==> src/rtl/seq_mag_comp_pkg.sv <==
// Package comp_pkg: types and helpers shared by the sequential comparator
// family.
//   state_t   : FSM states of the digit-serial compare.
//   RES_*     : one-hot result encodings, packed as {lower, equal, greater}.
//   flip_sign : conditionally inverts an operand's sign bit. After the flip,
//               a two's-complement compare can be done as an unsigned one.
package comp_pkg;

   typedef enum logic {
      IDLE,
      RUN
   } state_t;

   localparam logic [2:0] RES_LT = 3'b100;
   localparam logic [2:0] RES_EQ = 3'b010;
   localparam logic [2:0] RES_GT = 3'b001;

   // Inverting the MSB maps two's-complement order onto unsigned order.
   function automatic logic flip_sign(input logic msb, input logic signed_mode);
      return msb ^ signed_mode;
   endfunction

endpackage

==> src/rtl/seq_mag_comp_if.sv <==
// seq_mag_comp_if: request/result bundle for seq_mag_comp.
//   start, signed_mode, in1, in2 : request (driven by master).
//   busy, done, lower, equal, greater : status/result (driven by slave).
interface seq_mag_comp_if #(
   parameter int unsigned WIDTH = 32
);
   logic             start;
   logic             signed_mode;
   logic [WIDTH-1:0] in1;
   logic [WIDTH-1:0] in2;
   logic             busy;
   logic             done;
   logic             lower;
   logic             equal;
   logic             greater;

   modport master (
      output start, signed_mode, in1, in2,
      input  busy, done, lower, equal, greater
   );

   modport slave (
      input  start, signed_mode, in1, in2,
      output busy, done, lower, equal, greater
   );
endinterface

==> src/rtl/seq_mag_comp_digit_cmp.sv <==
// digit_cmp: combinational magnitude compare of one DIGIT-bit digit.
//   a, b : digits to compare (unsigned).
//   lt, eq, gt : exactly one is set.
module digit_cmp #(
   parameter int unsigned DIGIT = 4
) (
   input  logic [DIGIT-1:0] a,
   input  logic [DIGIT-1:0] b,
   output logic             lt,
   output logic             eq,
   output logic             gt
);
   always_comb begin
      lt = (a < b);
      eq = (a == b);
      gt = (a > b);
   end
endmodule

==> src/rtl/seq_mag_comp.sv <==
// seq_mag_comp: multi-cycle magnitude comparator, MSB digit first, stopping
// at the first differing digit.
//   clk, rst : rising-edge clock, synchronous active-high reset.
//   bus      : seq_mag_comp_if slave port; start is accepted only when idle,
//              done pulses one cycle, lower/equal/greater hold until the
//              next accepted start or reset.
module seq_mag_comp
   import comp_pkg::*;
#(
   parameter int unsigned WIDTH = 32,
   parameter int unsigned DIGIT = 4
) (
   input  logic          clk,
   input  logic          rst,
   seq_mag_comp_if.slave bus
);
   localparam int unsigned NDIG = WIDTH / DIGIT;
   localparam int unsigned IDXW = (NDIG > 1) ? $clog2(NDIG) : 1;

   state_t           state, state_nxt;
   logic [WIDTH-1:0] a_sh, a_nxt;
   logic [WIDTH-1:0] b_sh, b_nxt;
   logic [IDXW-1:0]  idx, idx_nxt;
   logic [2:0]       res, res_nxt;
   logic             done, done_nxt;
   logic             d_lt, d_eq, d_gt;

   // The digit under test is always the top of the shift registers.
   digit_cmp #(.DIGIT(DIGIT)) u_digit (
      .a  (a_sh[WIDTH-1 -: DIGIT]),
      .b  (b_sh[WIDTH-1 -: DIGIT]),
      .lt (d_lt),
      .eq (d_eq),
      .gt (d_gt)
   );

   always_ff @(posedge clk) begin
      if (rst) begin
         state <= IDLE;
         a_sh  <= '0;
         b_sh  <= '0;
         idx   <= '0;
         res   <= '0;
         done  <= 1'b0;
      end else begin
         state <= state_nxt;
         a_sh  <= a_nxt;
         b_sh  <= b_nxt;
         idx   <= idx_nxt;
         res   <= res_nxt;
         done  <= done_nxt;
      end
   end

   always_comb begin
      state_nxt = state;
      a_nxt     = a_sh;
      b_nxt     = b_sh;
      idx_nxt   = idx;
      res_nxt   = res;
      done_nxt  = 1'b0;
      unique case (state)
         IDLE: begin
            if (bus.start) begin
               a_nxt            = bus.in1;
               b_nxt            = bus.in2;
               a_nxt[WIDTH-1]   = flip_sign(bus.in1[WIDTH-1], bus.signed_mode);
               b_nxt[WIDTH-1]   = flip_sign(bus.in2[WIDTH-1], bus.signed_mode);
               res_nxt          = '0;
               idx_nxt          = IDXW'(NDIG - 1);
               state_nxt        = RUN;
            end
         end
         RUN: begin
            if (!d_eq) begin
               res_nxt   = d_lt ? RES_LT : RES_GT;
               done_nxt  = 1'b1;
               state_nxt = IDLE;
            end else if (idx == '0) begin
               res_nxt   = RES_EQ;
               done_nxt  = 1'b1;
               state_nxt = IDLE;
            end else begin
               idx_nxt = idx - 1'b1;
               a_nxt   = a_sh << DIGIT;
               b_nxt   = b_sh << DIGIT;
            end
         end
         default: state_nxt = IDLE;
      endcase
   end

   // d_gt is implied by !d_lt && !d_eq; kept on the sub-module for reuse.
   logic unused_gt;
   assign unused_gt = d_gt;

   assign bus.busy    = (state == RUN);
   assign bus.done    = done;
   assign bus.lower   = res[2];
   assign bus.equal   = res[1];
   assign bus.greater = res[0];
endmodule
==> src/flat_wrapper.sv <==
// flat-port wrapper written by rule: the top's interface ports become plain ports
module seq_mag_comp_flat import comp_pkg::*;
#(
   parameter int unsigned WIDTH = 32,
   parameter int unsigned DIGIT = 4
)
  (clk, rst, bus_start, bus_signed_mode, bus_in1, bus_in2, bus_busy, bus_done, bus_lower, bus_equal, bus_greater);
  seq_mag_comp_if #(.WIDTH(WIDTH)) bus_i ();
  input  logic clk;
  input  logic rst;
  input wire logic [$bits(bus_i.start)-1:0] bus_start;
  input wire logic [$bits(bus_i.signed_mode)-1:0] bus_signed_mode;
  input wire logic [$bits(bus_i.in1)-1:0] bus_in1;
  input wire logic [$bits(bus_i.in2)-1:0] bus_in2;
  output wire logic [$bits(bus_i.busy)-1:0] bus_busy;
  output wire logic [$bits(bus_i.done)-1:0] bus_done;
  output wire logic [$bits(bus_i.lower)-1:0] bus_lower;
  output wire logic [$bits(bus_i.equal)-1:0] bus_equal;
  output wire logic [$bits(bus_i.greater)-1:0] bus_greater;
  assign bus_i.start = bus_start;
  assign bus_i.signed_mode = bus_signed_mode;
  assign bus_i.in1 = bus_in1;
  assign bus_i.in2 = bus_in2;
  assign bus_busy = bus_i.busy;
  assign bus_done = bus_i.done;
  assign bus_lower = bus_i.lower;
  assign bus_equal = bus_i.equal;
  assign bus_greater = bus_i.greater;
  seq_mag_comp #(.WIDTH(WIDTH), .DIGIT(DIGIT)) u_core (.clk(clk), .rst(rst), .bus(bus_i));
endmodule
==> config.mk <==
export PLATFORM = sky130hd
export DESIGN_NAME = seq_mag_comp_flat
export DESIGN_NICKNAME = d
export VERILOG_FILES = /design/src/rtl/seq_mag_comp_pkg.sv /design/src/rtl/seq_mag_comp_if.sv /design/src/rtl/seq_mag_comp_digit_cmp.sv /design/src/rtl/seq_mag_comp.sv /design/src/flat_wrapper.sv
export SDC_FILE = /design/constraint.sdc
export NUM_CORES = 1
export LEC_CHECK = 0
export CAP_MARGIN = 20
export CELL_PAD_IN_SITES_DETAIL_PLACEMENT = 0
export CELL_PAD_IN_SITES_GLOBAL_PLACEMENT = 1
export CORE_MARGIN = 2
export CORE_UTILIZATION = 39
export DETAILED_ROUTE_END_ITERATION = 12
export PLACE_DENSITY_LB_ADDON = 0.1
export SLEW_MARGIN = 15
export SYNTH_ARGS = -nofsm -noshare
export SYNTH_HDL_FRONTEND = slang
export SYNTH_HIERARCHICAL = 1
export SYNTH_SLANG_ARGS = --single-unit
==> constraint.sdc <==
create_clock -name clk -period 2.5 [get_ports clk]
set_clock_uncertainty 0.15 [all_clocks]
set_input_delay 0.375 -clock clk [delete_from_list [all_inputs] [get_ports clk]]
set_output_delay 0.375 -clock clk [all_outputs]
set_load 0.01 [all_outputs]
==> flow_metrics.py, run 1 <==
metrics = {
    "clocking": {
        "post_cts_buffers": 0,
        "cts_buffer_depth": 2,
        "htree_levels": 3,
        "cts.sinks": 72,
        "cts_tree": "done",
        "path_clk_slew_ns": 0.08,
        "clock_latency_ns": 0.33,
        "numCtsBuffers": 9,
        "cts_root_buf": "clkbuf_8",
    },
    "critical_path": {
        "cp_data_required_time_ns": 2.61,
        "critPathLaunch": "u_core/b_sh[31]",
        "path_class": "register to register",
        "crit_path_start_kind": "register",
        "r2r_slack_ns": 0.30,
        "reg2reg_depth": 9,
        "cp.arrival_ns": 2.31,
        "regToRegEndpoint": "u_core/a_sh[30]",
        "cp-end-kind": "register",
        "worstReg2RegStart": "u_core/b_sh[31]",
        "crit_fanout": 71,
    },
    "drt": {
        "post_drt_via_cell_ratio": 5.008,
        "post_drt_wl_per_cell_um": 14.33,
        "dr_total_vias": 2554,
        "postRouteAntennaNets": 0,
        "firstDrtPassIters": 4,
        "routed_wirelength_um": 7310,
        "drc": 0,
        "drt_iter0_markers": 67,
    },
    "cells_and_area": {
        "area_growth_pct": 28.33,
        "nets": 471,
        "layout-drive-gt1-share_pct": 20.65,
        "diodes": 0,
    },
    "sta": {
        "drv_slew": 0,
        "setup_violations": 0,
        "rsz0062_at_grt": "no",
        "finalCritPeriodShare_pct": 88.17,
        "slew_headroom_pct": 60.74,
        "worst_slew_pin_slew_ns": 0.5890,
        "fin_ws_ns": 0.2958,
        "finalHoldViolCount": 0,
        "fmax_mhz": 453.7,
        "final.setup.tns_ns": 0,
        "fin_crit_ns": 2.204,
    },
    "power_and_ir_drop": {
        "p_sw_uw": 824.1,
        "vdd_drop_max_v": 0.0003123,
        "swShare_pct": 28.06,
        "internal-power_uw": 2112,
        "p_seq_share_pct": 45.3,
        "power.leakage_uw": 0.001602,
        "p_clk_share_pct": 32.1,
        "p_comb_share_pct": 22.5,
        "powerDensity_nw_per_um2": 656.7,
    },
    "synthesis": {
        "synth.avg_cell_area_um2": 10.40,
        "synth_fp_nets": 409,
        "syn_area_um2": 3485,
        "synthCells": 335,
        "yosysWarnings": 6,
    },
    "outcome": {
        "status": "finished clean",
    },
    "min_path": {
        "hold_class": "register to register",
        "min_to": "u_core/a_sh[31]",
        "min_path_cells": 2,
        "min-delay-start": "u_core/a_sh[31]",
    },
    "floorplan": {
        "die_w_um": 98.53,
        "io_pins": 73,
        "core_um2": 8678,
        "fp.dieArea_um2": 9707,
        "start_util_pct": 40.15,
        "die_y_um": 98.53,
        "fp-row-count": 34,
    },
    "placement": {
        "pre_cts_ws_ns": 0.1771,
        "place_congestion": 0.7059,
        "place_hpwl_um": 4939,
        "port-buffer-count": 72,
    },
    "job": {
        "maxCapViolCount": 0,
    },
    "global_route": {
        "grt_pass1_wl_um": 11810,
        "grt_max_degree": 72,
        "grt-ovfl-total": 0,
        "grtUsageTotal_pct": 14.96,
        "antenna_found_initial": 0,
        "grt_pass1_vias": 2386,
    },
}
-- power groups by stage --
stage                     clock network (µW)  registers, µW  logic (µW)
after floorplan                            0           1340         490
after global placement                     0           1360         658
after detailed placement                   0           1360         667
after CTS                                977           1330         670
after global routing                    1040           1350         726
final                                    944           1330         662
-- final cells by class --
type | instances | area [µm²]
fillers | 859 | 4207
clock inverters | 5 | 55.05
inverters | 6 | 22.52
repair buffers | 80 | 815.8
clock buffers | 11 | 151.4
multi-input cells | 228 | 1847
well taps | 108 | 135.1
flip-flops and latches | 72 | 1445
-- worst max-delay path, stage by stage (launching register included) --
cell and delay [ns]:
dfxtp_1 0.34, inv_1 0.05, ha_1 0.28, nand2_1 0.07, nor2_1 0.22, and2_4 0.23, a21o_4 0.15, buf_12 0.31
nor2_1 0.10, a211oi_2 0.20
-- how the worst max path moves through the flow --
| stage | end | slack, ns | cells after the start |
|---|---|---|---|
| finish | u_core/a_sh[30] | 0.30 | 9 |
| global placement | u_core/idx[1] | 0.26 | 7 |
| CTS | u_core/b_sh[3] | 0.17 | 8 |
| detailed placement | u_core/b_sh[3] | 0.18 | 8 |
| global route | u_core/b_sh[24] | 0.1 | 9 |
| floorplan | u_core/idx[0] | 0.61 | 10 |
-- state kept, by name (all words and copies together), names as in the netlist --
register and count:
u_core/res 3, u_core/bus.done 1, u_core/idx 3, u_core/a_sh 32, u_core/bus.busy 1, u_core/b_sh 32
-- stage by stage --
| stage | util, % | total power (µW) | cells | cell area (µm²) | hold slack (ns) |
|---|---|---|---|---|---|
| global placement | 49.11 | 2013 | 494 | 4262 | 0.2905 |
| CTS | 51.49 | 2980 | 510 | 4468 | 0.3190 |
| finish | 51.53 | 2937 | 510 | 4472 | 0.3145 |
| detailed placement | 49.11 | 2026 | 494 | 4262 | 0.3051 |
| global route | 51.53 | 3114 | 510 | 4472 | 0.3478 |
| floorplan | - | 1827 | 335 | 3485 | 0.2819 |
-- layout by cell type, fill, tap and decap left out, types with 2 or more instances in the layout --
cell,count
dfxtp_1,71
mux2i_1,54
a22oi_1,8
inv_1,6
clkdlybuf4s50_1,71
ha_1,6
nand2b_1,4
clkbuf_8,11
nor2_1,66
clkinvlp_4,2
a211oi_1,4
nand2_1,8
xnor2_1,2
a21oi_1,8
and2_1,2
clkinv_2,2
a211oi_2,51
buf_12,3
o21ai_0,5
buf_4,6
-- layer usage --
layer	GRT usage [%]	routed length (µm)	vias up	share of wire (%)
li1	-	-	1320	-
met1	20.70	3492	1177	48
met3	4.326	398	5	5.4
met4	5.690	59	0	0.81
met5	0	0	-	0
met2	22.14	3359	52	46
-- repair_timing --
item,in CTS,in global routing
resized for setup,0,1
hold buffers,0,0
endpoints found under the setup margin,0,2
No activity file was read; power rests on OpenSTA's default activity.
==> run 2: changes to the inputs <==
PLACE_DENSITY = 0.79   (was not set)
PLACE_DENSITY_LB_ADDON = not set   (was 0.1)
==> flow_metrics.py, run 2 (synthesis results as in run 1) <==
metrics = {
    "power_and_ir_drop": {
        "p_seq_share_pct": 45.5,
        "p_sw_uw": 825.6,
        "swShare_pct": 28.22,
        "powerDensity_nw_per_um2": 650.3,
        "p_comb_share_pct": 23.0,
        "p_clk_share_pct": 31.4,
        "vdd_drop_max_v": 0.0003004,
        "power.leakage_uw": 0.001618,
        "internal-power_uw": 2100,
    },
    "sta": {
        "rsz0062_at_grt": "no",
        "fin_ws_ns": 0.3095,
        "fin_crit_ns": 2.191,
        "fmax_mhz": 456.5,
        "final.setup.tns_ns": 0,
        "setup_violations": 0,
        "worst_slew_pin_slew_ns": 0.6022,
        "drv_slew": 0,
        "finalCritPeriodShare_pct": 87.62,
        "finalHoldViolCount": 0,
        "slew_headroom_pct": 59.85,
    },
    "critical_path": {
        "cp-end-kind": "register",
        "critPathTopFamily": "simple AND/OR/NAND/NOR gates",
        "crit_chain": "inv_1 -> ha_1 -> nand2_1 -> nor2_1 -> and2_4 -> a21o_4 -> buf_12 -> nor2_1 -> a211oi_2",
        "crit_top_cell": "nor2_1",
        "cpMaxStageDelayCell": "dfxtp_1",
        "max_stage_delay_ns": 0.33,
        "path_class": "register to register",
        "cp.buffers_inverters": 2,
        "cp.arrival_ns": 2.30,
        "crit_fanout": 39,
        "crit_path_start_kind": "register",
        "cp_data_required_time_ns": 2.61,
    },
    "drt": {
        "drc": 0,
        "firstDrtPassIters": 4,
        "routed_wirelength_um": 7148,
        "post_drt_via_cell_ratio": 4.904,
        "postRouteAntennaNets": 0,
        "post_drt_wl_per_cell_um": 13.93,
        "dr_total_vias": 2516,
        "drt_iter0_markers": 68,
    },
    "global_route": {
        "grt_pass1_vias": 2510,
        "grt-ovfl-total": 0,
        "grt_pass1_wl_um": 11780,
        "antenna_found_initial": 0,
        "grt_max_degree": 43,
        "grtUsageTotal_pct": 15.31,
    },
    "floorplan": {
        "io_pins": 73,
        "die_y_um": 98.53,
        "die_w_um": 98.53,
        "fp-row-count": 34,
        "core_um2": 8678,
        "start_util_pct": 40.15,
        "fp.dieArea_um2": 9707,
    },
    "clocking": {
        "ctsHoldBuffers": 0,
        "cts.sinks": 72,
        "cts_buffer_depth": 2,
        "cts-resized-gates": 0,
        "path_clk_slew_ns": 0.07,
        "htree_levels": 3,
        "clock_latency_ns": 0.35,
        "post_cts_buffers": 0,
        "cts_root_buf": "clkbuf_8",
        "numCtsBuffers": 9,
        "cts_tree": "done",
    },
    "outcome": {
        "status": "finished clean",
    },
    "cells_and_area": {
        "n_fill_cell": 838,
        "nets": 474,
        "finalNonFillerCells": 513,
        "final_cell_area_um2": 4498,
        "multi_input_area_um2": 1847,
        "layout-drive-gt1-share_pct": 20.99,
        "final_cell_mix": "71 x clkdlybuf4s50_1, 71 x dfxtp_1, 66 x nor2_1",
        "area_growth_pct": 29.08,
        "diodes": 0,
        "reg.largest.list": "u_core/a_sh: 32 flops, u_core/b_sh: 32 flops",
        "ff_latch_area_um2": 1445,
    },
    "job": {
        "maxCapViolCount": 0,
    },
    "placement": {
        "place_congestion": 0.6999,
        "placed_area_um2": 4297,
        "place_hpwl_um": 4894,
        "pre_cts_ws_ns": 0.2531,
        "port-buffer-count": 72,
        "placed_cells": 497,
    },
    "min_path": {
        "hold_class": "register to register",
    },
}
## run 2: cell types whose count changed in the layout (fill, tap and decap cells not counted), sizes merged
cell      before  now
buf            9   12
clkinv         2    3
clkinvlp       2    1
## run 2: worst paths after layout
check / slack [ns] / from / to / cells past startpoint
worst min register to register: 0.31 / u_core/a_sh[31] / u_core/a_sh[31] / 2
worst min-delay path: 0.31 / u_core/a_sh[31] / u_core/a_sh[31] / 2
worst max register to register: 0.31 / u_core/b_sh[31] / u_core/b_sh[9] / 9
worst max-delay path: 0.31 / u_core/b_sh[31] / u_core/b_sh[9] / 9
## run 2: layout make-up
type | count | share of cell area (%)
tap | 108 | 3.004
multi-input combinational | 228 | 41.06
clock buffer | 11 | 3.143
clock inverter | 5 | 1.252
timing repair buffer | 83 | 18.92
sequential | 72 | 32.13
inverter | 6 | 0.5007
## run 2: worst min-delay path: cells and delay by family (launching register included)
| kind | cells | cell delay [ns] |
|---|---|---|
| AOI/OAI and AO/OA | 1 | 0.05 |
| DFF | 1 | 0.32 |
| and+or+nand+nor | 1 | 0.05 |
## run 2: power by group through the flow
stage               Clock, µW  Sequential (µW)  Combinational [µW]
floorplan                   0             1340                 490
global placement            0             1360                 666
detailed placement          0             1360                 675
CTS                       946             1330                 682
global route             1000             1350                 743
finish                    920             1330                 674
## run 2: layer usage
layer	up-vias	share of wire, %	GRT usage (%)	wire length [µm]
met1	1125	48	19.45	3405
met3	9	5.6	5.106	401
met2	50	45	24.12	3226
li1	1332	-	-	-
met4	0	1.6	6.006	114
met5	-	0	0	0
## run 2: metrics by stage
stage | hold WS (ns) | utilization (%) | power (µW)
floorplan | 0.2819 | - | 1827
global placement | 0.2932 | 49.51 | 2023
detailed placement | 0.3019 | 49.51 | 2034
CTS | 0.3121 | 51.79 | 2961
global route | 0.3307 | 51.83 | 3093
finish | 0.3098 | 51.83 | 2925
